File: config.mk
export PLATFORM = sky130hd
export DESIGN_NAME = inst_encoder_flat
export DESIGN_NICKNAME = d
export VERILOG_FILES = /design/src/rtl/inst_encoder_pkg.sv /design/src/rtl/inst_encoder_if.sv /design/src/rtl/inst_encoder_pack.sv /design/src/rtl/inst_encoder.sv /design/src/flat_wrapper.sv
export SDC_FILE = /design/constraint.sdc
export NUM_CORES = 1
export LEC_CHECK = 0
export CELL_PAD_IN_SITES_DETAIL_PLACEMENT = 1
export CELL_PAD_IN_SITES_GLOBAL_PLACEMENT = 2
export CORE_ASPECT_RATIO = 0.5
export CORE_UTILIZATION = 32
export DETAILED_ROUTE_END_ITERATION = 7
export HOLD_SLACK_MARGIN = 0.06
export PLACE_DENSITY_LB_ADDON = 0.05
export SLEW_MARGIN = 20
export SYNTH_ARGS = -nofsm -noshare
export SYNTH_HDL_FRONTEND = slang
export SYNTH_SLANG_ARGS = --single-unit
File: constraint.sdc
create_clock -name clk -period 7.45 [get_ports clk]
set_input_delay 1.1175 -clock clk [delete_from_list [all_inputs] [get_ports clk]]
set_output_delay 1.1175 -clock clk [all_outputs]
set_load 0.05 [all_outputs]
File: src/rtl/inst_encoder_pkg.sv
// Shared types for the instruction encoder: format and state enums, error codes,
// and the mapping from a failing format to its error code.
package inst_encoder_pkg;

    typedef enum logic [1:0] {
        FMT_I = 2'd0,
        FMT_S = 2'd1,
        FMT_B = 2'd2,
        FMT_R = 2'd3
    } fmt_e;

    typedef enum logic [1:0] {
        ST_IDLE = 2'd0,
        ST_RUN  = 2'd1,
        ST_FULL = 2'd2
    } state_e;

    localparam logic [1:0] ERR_NONE     = 2'd0;
    localparam logic [1:0] ERR_IS_RANGE = 2'd1;
    localparam logic [1:0] ERR_B_RANGE  = 2'd2;

    function automatic logic [1:0] err_code_for(input fmt_e fmt);
        return (fmt == FMT_B) ? ERR_B_RANGE : ERR_IS_RANGE;
    endfunction

endpackage

File: src/rtl/inst_encoder_if.sv
// Request/write bus of the instruction encoder; the encoder uses the slave view,
// the request source and memory side use the master view.
interface inst_encoder_if;

    logic        start;
    logic        in_valid;
    logic        in_ready;
    logic [1:0]  in_fmt;
    logic [6:0]  in_opcode;
    logic [4:0]  in_rd;
    logic [4:0]  in_rs1;
    logic [4:0]  in_rs2;
    logic [2:0]  in_funct3;
    logic [6:0]  in_funct7;
    logic [63:0] in_imm;
    logic        out_we;
    logic [63:0] out_addr;
    logic [31:0] out_inst;
    logic        full;
    logic        err;
    logic [1:0]  err_code;

    modport slave (
        input  start, in_valid, in_fmt, in_opcode, in_rd, in_rs1, in_rs2,
               in_funct3, in_funct7, in_imm,
        output in_ready, out_we, out_addr, out_inst, full, err, err_code
    );

    modport master (
        output start, in_valid, in_fmt, in_opcode, in_rd, in_rs1, in_rs2,
               in_funct3, in_funct7, in_imm,
        input  in_ready, out_we, out_addr, out_inst, full, err, err_code
    );

endinterface

File: src/rtl/inst_encoder_pack.sv
// Combinational packer: assembles an I/S/B/R instruction word from its fields and
// flags immediates that do not fit the selected format.
module inst_pack
    import inst_encoder_pkg::*;
(
    input  fmt_e        i_fmt,
    input  logic [6:0]  i_opcode,
    input  logic [4:0]  i_rd,
    input  logic [4:0]  i_rs1,
    input  logic [4:0]  i_rs2,
    input  logic [2:0]  i_funct3,
    input  logic [6:0]  i_funct7,
    input  logic [63:0] i_imm,
    output logic [31:0] o_inst,
    output logic        o_range_err
);

    logic w_fits_12;
    logic w_fits_13;

    // A value fits N signed bits when everything from bit N-1 upward is a copy of the sign.
    assign w_fits_12 = (&i_imm[63:11]) | ~(|i_imm[63:11]);
    assign w_fits_13 = (&i_imm[63:12]) | ~(|i_imm[63:12]);

    // Field placement and range check per format.
    always_comb begin
        o_inst      = 32'h0000_0000;
        o_range_err = 1'b0;
        case (i_fmt)
            FMT_I: begin
                o_inst      = {i_imm[11:0], i_rs1, i_funct3, i_rd, i_opcode};
                o_range_err = ~w_fits_12;
            end
            FMT_S: begin
                o_inst      = {i_imm[11:5], i_rs2, i_rs1, i_funct3, i_imm[4:0], i_opcode};
                o_range_err = ~w_fits_12;
            end
            FMT_B: begin
                o_inst      = {i_imm[12], i_imm[10:5], i_rs2, i_rs1, i_funct3,
                               i_imm[4:1], i_imm[11], i_opcode};
                o_range_err = ~w_fits_13 | i_imm[0];
            end
            FMT_R: begin
                o_inst      = {i_funct7, i_rs2, i_rs1, i_funct3, i_rd, i_opcode};
                o_range_err = 1'b0;
            end
            default: begin
                o_inst      = 32'h0000_0000;
                o_range_err = 1'b0;
            end
        endcase
    end

endmodule

File: src/rtl/inst_encoder.sv
// Instruction encoder top: session FSM, word counter, address generator and the
// registered write port towards instruction memory.
module inst_encoder
    import inst_encoder_pkg::*;
#(
    parameter int unsigned MEM_WORDS = 256,
    parameter logic [63:0] BASE_ADDR = 64'h0
)(
    input  logic          clk,
    input  logic          rst_n,
    inst_encoder_if.slave bus
);

    localparam int unsigned CNT_W = $clog2(MEM_WORDS + 1);
    localparam logic [CNT_W-1:0] LAST_CNT = CNT_W'(MEM_WORDS - 1);

    state_e             r_state;
    state_e             w_state_nxt;
    logic [CNT_W-1:0]   r_count;
    logic [63:0]        r_next_addr;
    logic               r_we;
    logic [63:0]        r_addr;
    logic [31:0]        r_inst;
    logic               r_err;
    logic [1:0]         r_err_code;
    logic               r_in_ready;
    logic               r_full;

    logic               w_restart;
    logic               w_write;
    logic               w_reject;
    logic [31:0]        w_inst;
    logic               w_range_err;
    fmt_e               w_fmt;

    assign w_fmt = fmt_e'(bus.in_fmt);

    inst_pack u_pack (
        .i_fmt       (w_fmt),
        .i_opcode    (bus.in_opcode),
        .i_rd        (bus.in_rd),
        .i_rs1       (bus.in_rs1),
        .i_rs2       (bus.in_rs2),
        .i_funct3    (bus.in_funct3),
        .i_funct7    (bus.in_funct7),
        .i_imm       (bus.in_imm),
        .o_inst      (w_inst),
        .o_range_err (w_range_err)
    );

    // Session state register.
    always_ff @(posedge clk or negedge rst_n) begin
        if (!rst_n) begin
            r_state <= ST_IDLE;
        end else begin
            r_state <= w_state_nxt;
        end
    end

    // Next state and per-cycle actions; start always wins over a same-cycle request.
    always_comb begin
        w_state_nxt = r_state;
        w_restart   = 1'b0;
        w_write     = 1'b0;
        w_reject    = 1'b0;
        case (r_state)
            ST_IDLE, ST_FULL: begin
                if (bus.start) begin
                    w_restart   = 1'b1;
                    w_state_nxt = ST_RUN;
                end else begin
                    w_state_nxt = r_state;
                end
            end
            ST_RUN: begin
                if (bus.start) begin
                    w_restart   = 1'b1;
                    w_state_nxt = ST_RUN;
                end else if (bus.in_valid && r_in_ready) begin
                    if (w_range_err) begin
                        w_reject = 1'b1;
                    end else begin
                        w_write = 1'b1;
                        if (r_count == LAST_CNT) begin
                            w_state_nxt = ST_FULL;
                        end else begin
                            w_state_nxt = ST_RUN;
                        end
                    end
                end else begin
                    w_state_nxt = ST_RUN;
                end
            end
            default: begin
                w_state_nxt = ST_IDLE;
            end
        endcase
    end

    // Write port, counters and error flags.
    always_ff @(posedge clk or negedge rst_n) begin
        if (!rst_n) begin
            r_count     <= '0;
            r_next_addr <= BASE_ADDR;
            r_we        <= 1'b0;
            r_addr      <= BASE_ADDR;
            r_inst      <= 32'h0000_0000;
            r_err       <= 1'b0;
            r_err_code  <= ERR_NONE;
            r_in_ready  <= 1'b0;
            r_full      <= 1'b0;
        end else begin
            r_we       <= w_write;
            r_in_ready <= (w_state_nxt == ST_RUN);
            r_full     <= (w_state_nxt == ST_FULL);
            if (w_restart) begin
                r_count     <= '0;
                r_next_addr <= BASE_ADDR;
                r_err       <= 1'b0;
                r_err_code  <= ERR_NONE;
            end else if (w_write) begin
                r_inst      <= w_inst;
                r_addr      <= r_next_addr;
                r_next_addr <= r_next_addr + 64'd4;
                r_count     <= r_count + CNT_W'(1);
            end else if (w_reject) begin
                r_err      <= 1'b1;
                r_err_code <= err_code_for(w_fmt);
            end
        end
    end

    assign bus.in_ready = r_in_ready;
    assign bus.out_we   = r_we;
    assign bus.out_addr = r_addr;
    assign bus.out_inst = r_inst;
    assign bus.full     = r_full;
    assign bus.err      = r_err;
    assign bus.err_code = r_err_code;

endmodule

File: src/flat_wrapper.sv
// flat-port wrapper written by rule: the top's interface ports become plain ports
module inst_encoder_flat import inst_encoder_pkg::*;
#(
    parameter int unsigned MEM_WORDS = 256,
    parameter logic [63:0] BASE_ADDR = 64'h0
)
  (clk, rst_n, bus_start, bus_in_valid, bus_in_fmt, bus_in_opcode, bus_in_rd, bus_in_rs1, bus_in_rs2, bus_in_funct3, bus_in_funct7, bus_in_imm, bus_in_ready, bus_out_we, bus_out_addr, bus_out_inst, bus_full, bus_err, bus_err_code);
  inst_encoder_if bus_i ();
  input  logic clk;
  input  logic rst_n;
  input wire logic [$bits(bus_i.start)-1:0] bus_start;
  input wire logic [$bits(bus_i.in_valid)-1:0] bus_in_valid;
  input wire logic [$bits(bus_i.in_fmt)-1:0] bus_in_fmt;
  input wire logic [$bits(bus_i.in_opcode)-1:0] bus_in_opcode;
  input wire logic [$bits(bus_i.in_rd)-1:0] bus_in_rd;
  input wire logic [$bits(bus_i.in_rs1)-1:0] bus_in_rs1;
  input wire logic [$bits(bus_i.in_rs2)-1:0] bus_in_rs2;
  input wire logic [$bits(bus_i.in_funct3)-1:0] bus_in_funct3;
  input wire logic [$bits(bus_i.in_funct7)-1:0] bus_in_funct7;
  input wire logic [$bits(bus_i.in_imm)-1:0] bus_in_imm;
  output wire logic [$bits(bus_i.in_ready)-1:0] bus_in_ready;
  output wire logic [$bits(bus_i.out_we)-1:0] bus_out_we;
  output wire logic [$bits(bus_i.out_addr)-1:0] bus_out_addr;
  output wire logic [$bits(bus_i.out_inst)-1:0] bus_out_inst;
  output wire logic [$bits(bus_i.full)-1:0] bus_full;
  output wire logic [$bits(bus_i.err)-1:0] bus_err;
  output wire logic [$bits(bus_i.err_code)-1:0] bus_err_code;
  assign bus_i.start = bus_start;
  assign bus_i.in_valid = bus_in_valid;
  assign bus_i.in_fmt = bus_in_fmt;
  assign bus_i.in_opcode = bus_in_opcode;
  assign bus_i.in_rd = bus_in_rd;
  assign bus_i.in_rs1 = bus_in_rs1;
  assign bus_i.in_rs2 = bus_in_rs2;
  assign bus_i.in_funct3 = bus_in_funct3;
  assign bus_i.in_funct7 = bus_in_funct7;
  assign bus_i.in_imm = bus_in_imm;
  assign bus_in_ready = bus_i.in_ready;
  assign bus_out_we = bus_i.out_we;
  assign bus_out_addr = bus_i.out_addr;
  assign bus_out_inst = bus_i.out_inst;
  assign bus_full = bus_i.full;
  assign bus_err = bus_i.err;
  assign bus_err_code = bus_i.err_code;
  inst_encoder #(.MEM_WORDS(MEM_WORDS), .BASE_ADDR(BASE_ADDR)) u_core (.clk(clk), .rst_n(rst_n), .bus(bus_i));
endmodule
==> results by group, run 1 <==
Run status
  – Failing checks: DRC
  – Status: finished with violations

STA
  – Worst Tran Pin Value: 1090 ps
  – Final worst path period share: 60.5%
  – Layout Skew: 8.39 ps
  – Fin. max-slew vios: 0
  – Final setup viols: 0
  – Final hold violations: 0
  – Unrepaired setup endpoints after global routing: false
  – Final min period: 4510 ps
  – Worst hold slack: 470 ps
  – Slew HR: 26.8%
  – Final worst setup slack: 2940 ps
  – Setup TNS: 0 ps
  – Achievable frequency: 222 MHz

Worst setup path
  – Worst r2r path cells: 6
  – Worst R2R Setup Slack: 4400 ps
  – Critical Path AT: 4890 ps
  – Worst Path Required: 7830 ps
  – CP Launch Type: input pin
  – CP Capture Point: u_core.bus.out_inst[15]
  – Crit-path max FO: 191
  – R2r endpoint: u_core.r_next_addr[42]
  – Crit path from: bus_in_fmt[1]
  – CP Capture Type: flop
  – Critical R2R Launch: u_core.r_next_addr[8]
  – Crit Path Category: input pin to flop

Final layout
  – Share of cells above drive strength 1: 4.41%
  – Nets: 1,203
  – Diodes inserted: 0
  – Area occupied by multi-input gates: 3650 um^2
  – Filler instances: 2,935
  – Finished Layout Cells: 1,454
  – Layout Area Growth over Synthesis: 34.6%
  – Sequential cell area: 4330 um^2

Job
  – Max-cap violation count: 0

Floorplan
  – Die H: 115 um
  – I/O pins: 204
  – Initial core utilization: 32.6%
  – Die width: 229 um
  – CORE AREA: 25,200 um^2
  – Cell Rows: 41
  – Die ar.: 26,400 um^2

Placed design
  – Routability cong.: 0.758
  – Pre-CTS WS: 2330 ps
  – Dpl cells: 1,423
  – Port bufs: 201
  – DP Wirelength: 18,100 um

Clock tree
  – Clk Tree Root Cell: clkbuf_16
  – Clk slew on worst S/H paths: 60 ps
  – Worst-Skew Late Latency: 450 ps
  – CTS tree: built
  – CTS Hold Bufs: 0
  – Postcts setup bufs: 0
  – CTS Buf Count: 17
  – Post-cts sizing count: 0
  – H-tree depth: 4
  – Largest buffer count on any clock path: 2
  – Sink Count: 173

Routing
  – Drt wl/cell: 17.9 um
  – Total vias in the final route: 7,570
  – DRC errors left: 1
  – WL final: 26,000 um
  – Antenna Violating Nets Remaining: 0
  – TritonRoute pass-1 iters: 6
  – 1st-iter DRT viols: 381
  – Vias per Instance: 5.21

GRT
  – Met3 Resource Use GR: 5.88%
  – GRT overflow: 0
  – Met1 usage: 27.8%
  – Initial antenna violation count: 0
  – GR peak layer: met2
  – M2 GR Usage: 31.5%
  – Largest net degree at the start of global routing: 192
  – Gr usage total: 20.5%
  – First-pass GRT wire length: 42,200 um
  – Vias in the first global route: 7,774

Synthesis
  – Synth cell types: 49
  – Avg Inst Size Synth: 8.91 um^2
  – Synthesized area: 8210 um^2
  – Ys Warns: 0
  – Post-synthesis cell count: 922
  – Post-synth top flop: dfrtp_1
  – #FFs+latches synth: 173
  – Number of synthesized flops with an enable pin: 0
  – Yosys top cell area share: 52.7%
  – Top post-synthesis cells by area: dfrtp_1, nand2_1, a21oi_1
  – Asr flop ratio synth: 100%
  – Top cell type by total area after synthesis: dfrtp_1
  – Post-synthesis sequential area ratio: 52.7%

Power
  – Max IR drop VDD: 0.163 mV
  – Pwr Density: 205 nW/um^2
  – Lkg Pwr: 4.70 nW

Worst hold path
  – Hold Path Class: flop to flop
  – Min-delay src: u_core.bus.out_addr[42]
## metrics by stage
stage                     cell area, um^2  utilization (%)  total power [mW]
final                               11100             43.9              2.27
after global routing                11100             43.9              2.37
after CTS                           11100             43.9              2.30
after detailed placement            10500             41.8              1.44
after global placement              10500             41.8              1.44
after floorplan                      8220                -              1.24
## registers in the layout, summed over array words and instances (netlist names)
name	count
u_core.bus.in_ready	1
u_core.r_next_addr	62
u_core.bus.err_code	2
u_core.bus.out_addr	62
u_core.bus.err	1
u_core.r_state	2
u_core.bus.full	1
u_core.bus.out_inst	32
u_core.bus.out_we	1
u_core.r_count	9
## cell type report
| type | count | share of cell area, % |
|---|---|---|
| sequential | 173 | 39.2 |
| multi-input combinational | 689 | 33.0 |
| timing repair buffer | 208 | 18.8 |
| clock buffer | 24 | 4.27 |
| tap | 344 | 3.89 |
| clock inverter | 7 | 0.577 |
| inverter | 9 | 0.306 |
## worst min path at each step
stage               cells past startpoint                 endpoint  slack [ps]
floorplan                               1   u_core.r_next_addr[63]         450
global placement                        2  u_core.bus.out_inst[14]         460
detailed placement                      2  u_core.bus.out_addr[51]         460
CTS                                     2  u_core.bus.out_addr[51]         480
global route                            2  u_core.bus.out_addr[57]         500
finish                                  2  u_core.bus.out_addr[42]         470
## critical path, cell delays in order
cell and delay [ps]:
clkdlybuf4s50_1 560, nor2b_2 280, a2111oi_2 380, nand4_1 290
a2bb2oi_2 420, nand3_4 120, buf_12 290, inv_2 760
buf_4 440, nand2_1 100, nand2_1 70
## cell usage after synthesis, types with 10 or more instances
library cell and instances:
a21oi_1 52, and3_1 13, buf_1 10, clkbuf_1 33, dfrtp_1 173, mux2i_1 20, nand2_1 287, nand3_1 36
nand4_1 40, nor2_1 30, nor4_1 27, o21ai_0 46, o31ai_1 25, or3_1 19, or4_1 26
## cells in the final DEF, fill, tap and decap left out, drive strengths merged, types with 2 or more instances in the layout
cell type / count
nor2: 30
nor4: 29
a21oi: 52
o211ai: 2
o31a: 3
and2: 7
conb: 2
xnor2: 8
nand4b: 2
nand2: 287
o21a: 6
nand2b: 4
a31o: 2
buf: 8
clkdlybuf4s50: 200
and4: 3
and3: 13
nor3: 6
xor2: 5
clkinv: 5
o21ai: 46
or3: 19
clkbuf: 24
or4: 28
nand4: 40
o31ai: 25
nor2b: 2
nand3: 36
ha: 3
mux2i: 20
dfrtp: 173
inv: 10
## where the power goes
part,leakage (nW),switching [mW],internal (mW)
Sequential,2.36,0.0241,0.981
Combinational,2.07,0.274,0.142
Clock,0.268,0.375,0.474
## layer usage
layer,part of all wire [%],up-vias
li1,-,3593
met1,49,3773
met2,44,172
met3,5.6,32
met4,1.4,0
met5,0,-
## kinds of logic (layout without fill, tap and decap cells)
kind of cell / after synthesis / in the layout / share of synthesized area (%)
and+or+nand+nor: 509 / 509 / 29.4
DFF: 173 / 173 / 52.7
AOI/OAI and AO/OA: 142 / 142 / 10.5
buffers and inverters: 61 / 248 / 3.14
muxes: 20 / 20 / 2.44
xor gates and xnor gates: 13 / 13 / 1.39
adders and majority gates: 3 / 3 / 0.457
other: 1 / 2 / 0.0457
No activity file was read; power rests on OpenSTA's default activity.
==> inputs of run 2 (changes only) <==
--- a/config.mk
+++ b/config.mk
@@ -8,7 +8,7 @@
 export CELL_PAD_IN_SITES_DETAIL_PLACEMENT = 1
 export CELL_PAD_IN_SITES_GLOBAL_PLACEMENT = 2
 export CORE_ASPECT_RATIO = 0.5
-export CORE_UTILIZATION = 32
+export CORE_UTILIZATION = 29
 export DETAILED_ROUTE_END_ITERATION = 7
 export HOLD_SLACK_MARGIN = 0.06
 export PLACE_DENSITY_LB_ADDON = 0.05
==> constraint.sdc (replaced) <==
create_clock -name clk -period 4.2 [get_ports clk]
set_input_delay 0.63 -clock clk [delete_from_list [all_inputs] [get_ports clk]]
set_output_delay 0.63 -clock clk [all_outputs]
set_load 0.05 [all_outputs]
==> run 2 against run 1 <==
Effect of this change:
- the flow now finishes without violations
- final area is 1.9% higher
- global-route usage is 1.4 points lower
- non-clock buffer count is 13 higher
- critical path type unchanged
- largest power group unchanged
==> results by group, run 2 (synthesis results as in run 1) <==
Run status
  – Status: finished clean (was finished with violations)

Clock tree
  – Post-cts sizing count: 0 (unchanged)
  – CTS tree: built (unchanged)
  – H-tree depth: 4 (unchanged)
  – Clk Tree Root Cell: clkbuf_16 (unchanged)
  – CTS Hold Bufs: 0 (unchanged)
  – CTS Buf Count: 17 (unchanged)
  – Clk slew on worst S/H paths: 70 ps (was 60 ps)
  – Worst-Skew Late Latency: 450 ps (about the same)
  – Sink Count: 173 (unchanged)
  – Largest buffer count on any clock path: 2 (unchanged)
  – Postcts setup bufs: 0 (unchanged)

Final layout
  – Nets: 1,216 (was 1,203)
  – Share of cells above drive strength 1: 5.69% (was 4.41%)
  – Sequential cell area: 4330 um^2 (unchanged)
  – Area occupied by multi-input gates: 3650 um^2 (unchanged)
  – Most common library cell in the layout ignoring fill and taps: nand2_1 (unchanged)
  – Layout Area Growth over Synthesis: 37.2% (was 34.6%)
  – Diodes inserted: 0 (unchanged)
  – Filler instances: 3,257 (was 2,935)
  – Most frequent cells in the layout: nand2_1, clkdlybuf4s50_1, dfrtp_1 (unchanged)

STA
  – Slew HR: 39.3% (was 26.8%)
  – Final setup viols: 0 (unchanged)
  – Worst Tran Pin Value: 908 ps (was 1090 ps)
  – Final min period: 3620 ps
  – Worst hold slack: 162 ps (was 470 ps)
  – Setup TNS: 0 ps (unchanged)
  – Final worst path period share: 86.3%
  – Fin. max-slew vios: 0 (unchanged)
  – Unrepaired setup endpoints after global routing: false (unchanged)
  – Layout Skew: 10.3 ps (was 8.39 ps)
  – Achievable frequency: 276 MHz
  – Final hold violations: 0 (unchanged)

Routing
  – 1st-iter DRT viols: 280 (was 381)
  – DRC errors left: 0 (was 1)
  – Total vias in the final route: 7,518 (was 7,570)
  – TritonRoute pass-1 iters: 6 (unchanged)
  – Drt wl/cell: 17.6 um (was 17.9 um)
  – WL final: 26,500 um (was 26,000 um)
  – Antenna Violating Nets Remaining: 0 (unchanged)
  – Vias per Instance: 4.99 (was 5.21)

Worst setup path
  – WP buf/inv: 2 (was 4)
  – CP max stage cell: nor4_1 (was inv_2)
  – R2r endpoint: u_core.r_next_addr[47] (was u_core.r_next_addr[42])
  – Most used cell, CP: nor4_1 (was nand2_1)
  – Crit-path max cell delay: 570 ps (was 760 ps)
  – Worst Path Required: 4570 ps (was 7830 ps)
  – Critical Path AT: 4000 ps (was 4890 ps)
  – CP Capture Type: flop (unchanged)
  – Crit Path Category: input pin to flop (unchanged)
  – Worst path cell trace: clkdlybuf4s50_1 -> nor4_1 -> nand4_1 -> nor4_1 -> a2bb2oi_2 -> nand3_4 -> buf_12 -> or4_1 -> a21oi_1 (was clkdlybuf4s50_1 -> nor2b_2 -> a2111oi_2 -> nand4_1 -> a2bb2oi_2 -> nand3_4 -> buf_12 -> inv_2 -> buf_4 -> nand2_1 -> nand2_1)
  – Worst r2r path cells: 6 (unchanged)
  – Worst R2R Setup Slack: 1080 ps (was 4400 ps)
  – CP top delay family: simple AND/OR/NAND/NOR gates (was buffers and inverters)
  – Critical R2R Launch: u_core.r_next_addr[8] (unchanged)
  – Crit path depth: 9 (was 11)
  – Crit path from: bus_in_imm[22] (was bus_in_fmt[1])
  – Crit-path max FO: 108 (was 191)
  – CP Launch Type: input pin (unchanged)
  – CP Capture Point: u_core.r_next_addr[46] (was u_core.bus.out_inst[15])

Floorplan
  – Die ar.: 29,000 um^2 (was 26,400 um^2)
  – CORE AREA: 27,800 um^2 (was 25,200 um^2)
  – Initial core utilization: 29.6% (was 32.6%)
  – Die width: 240 um (was 229 um)
  – Cell Rows: 43 (was 41)
  – I/O pins: 204 (unchanged)
  – Die H: 121 um (was 115 um)

Power
  – Lkg Pwr: 4.77 nW (was 4.70 nW)
  – Max IR drop VDD: 0.299 mV (was 0.163 mV)
  – Pwr Density: 366 nW/um^2 (was 205 nW/um^2)

GRT
  – Largest net degree at the start of global routing: 109 (was 192)
  – Gr usage total: 19.1% (was 20.5%)
  – First-pass GRT wire length: 42,700 um (was 42,200 um)
  – Initial antenna violation count: 0 (unchanged)
  – Vias in the first global route: 7,899 (was 7,774)
  – GRT overflow: 0 (unchanged)

Placed design
  – Port bufs: 201 (unchanged)
  – Routability cong.: 0.800 (was 0.758)
  – DP Wirelength: 18,900 um (was 18,100 um)

Worst hold path
  – Hold Path Class: input pin to async pin (was flop to flop)

Job
  – Max-cap violation count: 0 (unchanged)
==> run 2: changes by cell type in the layout (fill, tap and decap cells not counted), sizes merged <==
cell      delta
bufinv       +1
buf         +13
clkinvlp     +4
clkinv       -2
inv          -1
clkbuf       -1
==> run 2: cell type report <==
type / count / share of cell area [%]
tap: 382 / 4.24
clock inverter: 9 / 0.999
sequential: 173 / 38.4
multi-input combinational: 689 / 32.4
clock buffer: 23 / 4.15
inverter: 9 / 0.300
timing repair buffer: 221 / 19.5
==> run 2: worst min path at each step <==
stage	from	end	slack (ps)	cells after the start
2_1_floorplan	rst_n	u_core.bus.err	330	0
3_3_place_gp	u_core.bus.out_inst[2]	u_core.bus.out_inst[2]	460	2
3_5_place_dp	u_core.bus.out_addr[46]	u_core.bus.out_addr[46]	460	2
4_1_cts	rst_n	u_core.bus.out_inst[15]	160	1
5_1_grt	rst_n	u_core.bus.out_inst[15]	190	1
6_report	rst_n	u_core.bus.out_inst[15]	160	1
==> run 2: metal layers <==
metal  GRT usage [%]  wire, um  part of all wire, %  up-vias
li1                -         -                    -     3613
met1            24.8     12600                   47     3708
met2            30.2     12000                   45      167
met3            6.14      1610                  6.1       30
met4            5.97       396                  1.5        0
met5               0         0                    0        -
==> run 2: power breakdown <==
part	switching, mW	total [mW]	internal, mW
registers	0.0411	1.78	1.74
clock network	0.693	1.60	0.908
logic	0.483	0.745	0.261
==> run 2: per-stage QoR <==
step / power (mW) / utilization, % / instance area (um^2) / std cells / setup slack [ps]
after floorplan: 2.21 / - / 8220 / 923 / 1220
after global placement: 2.56 / 38.5 / 10700 / 1474 / 174
after detailed placement: 2.57 / 38.5 / 10700 / 1474 / 33.3
after CTS: 4.19 / 40.6 / 11300 / 1506 / 512
after global routing: 4.31 / 40.6 / 11300 / 1506 / 399
final: 4.13 / 40.6 / 11300 / 1506 / 577
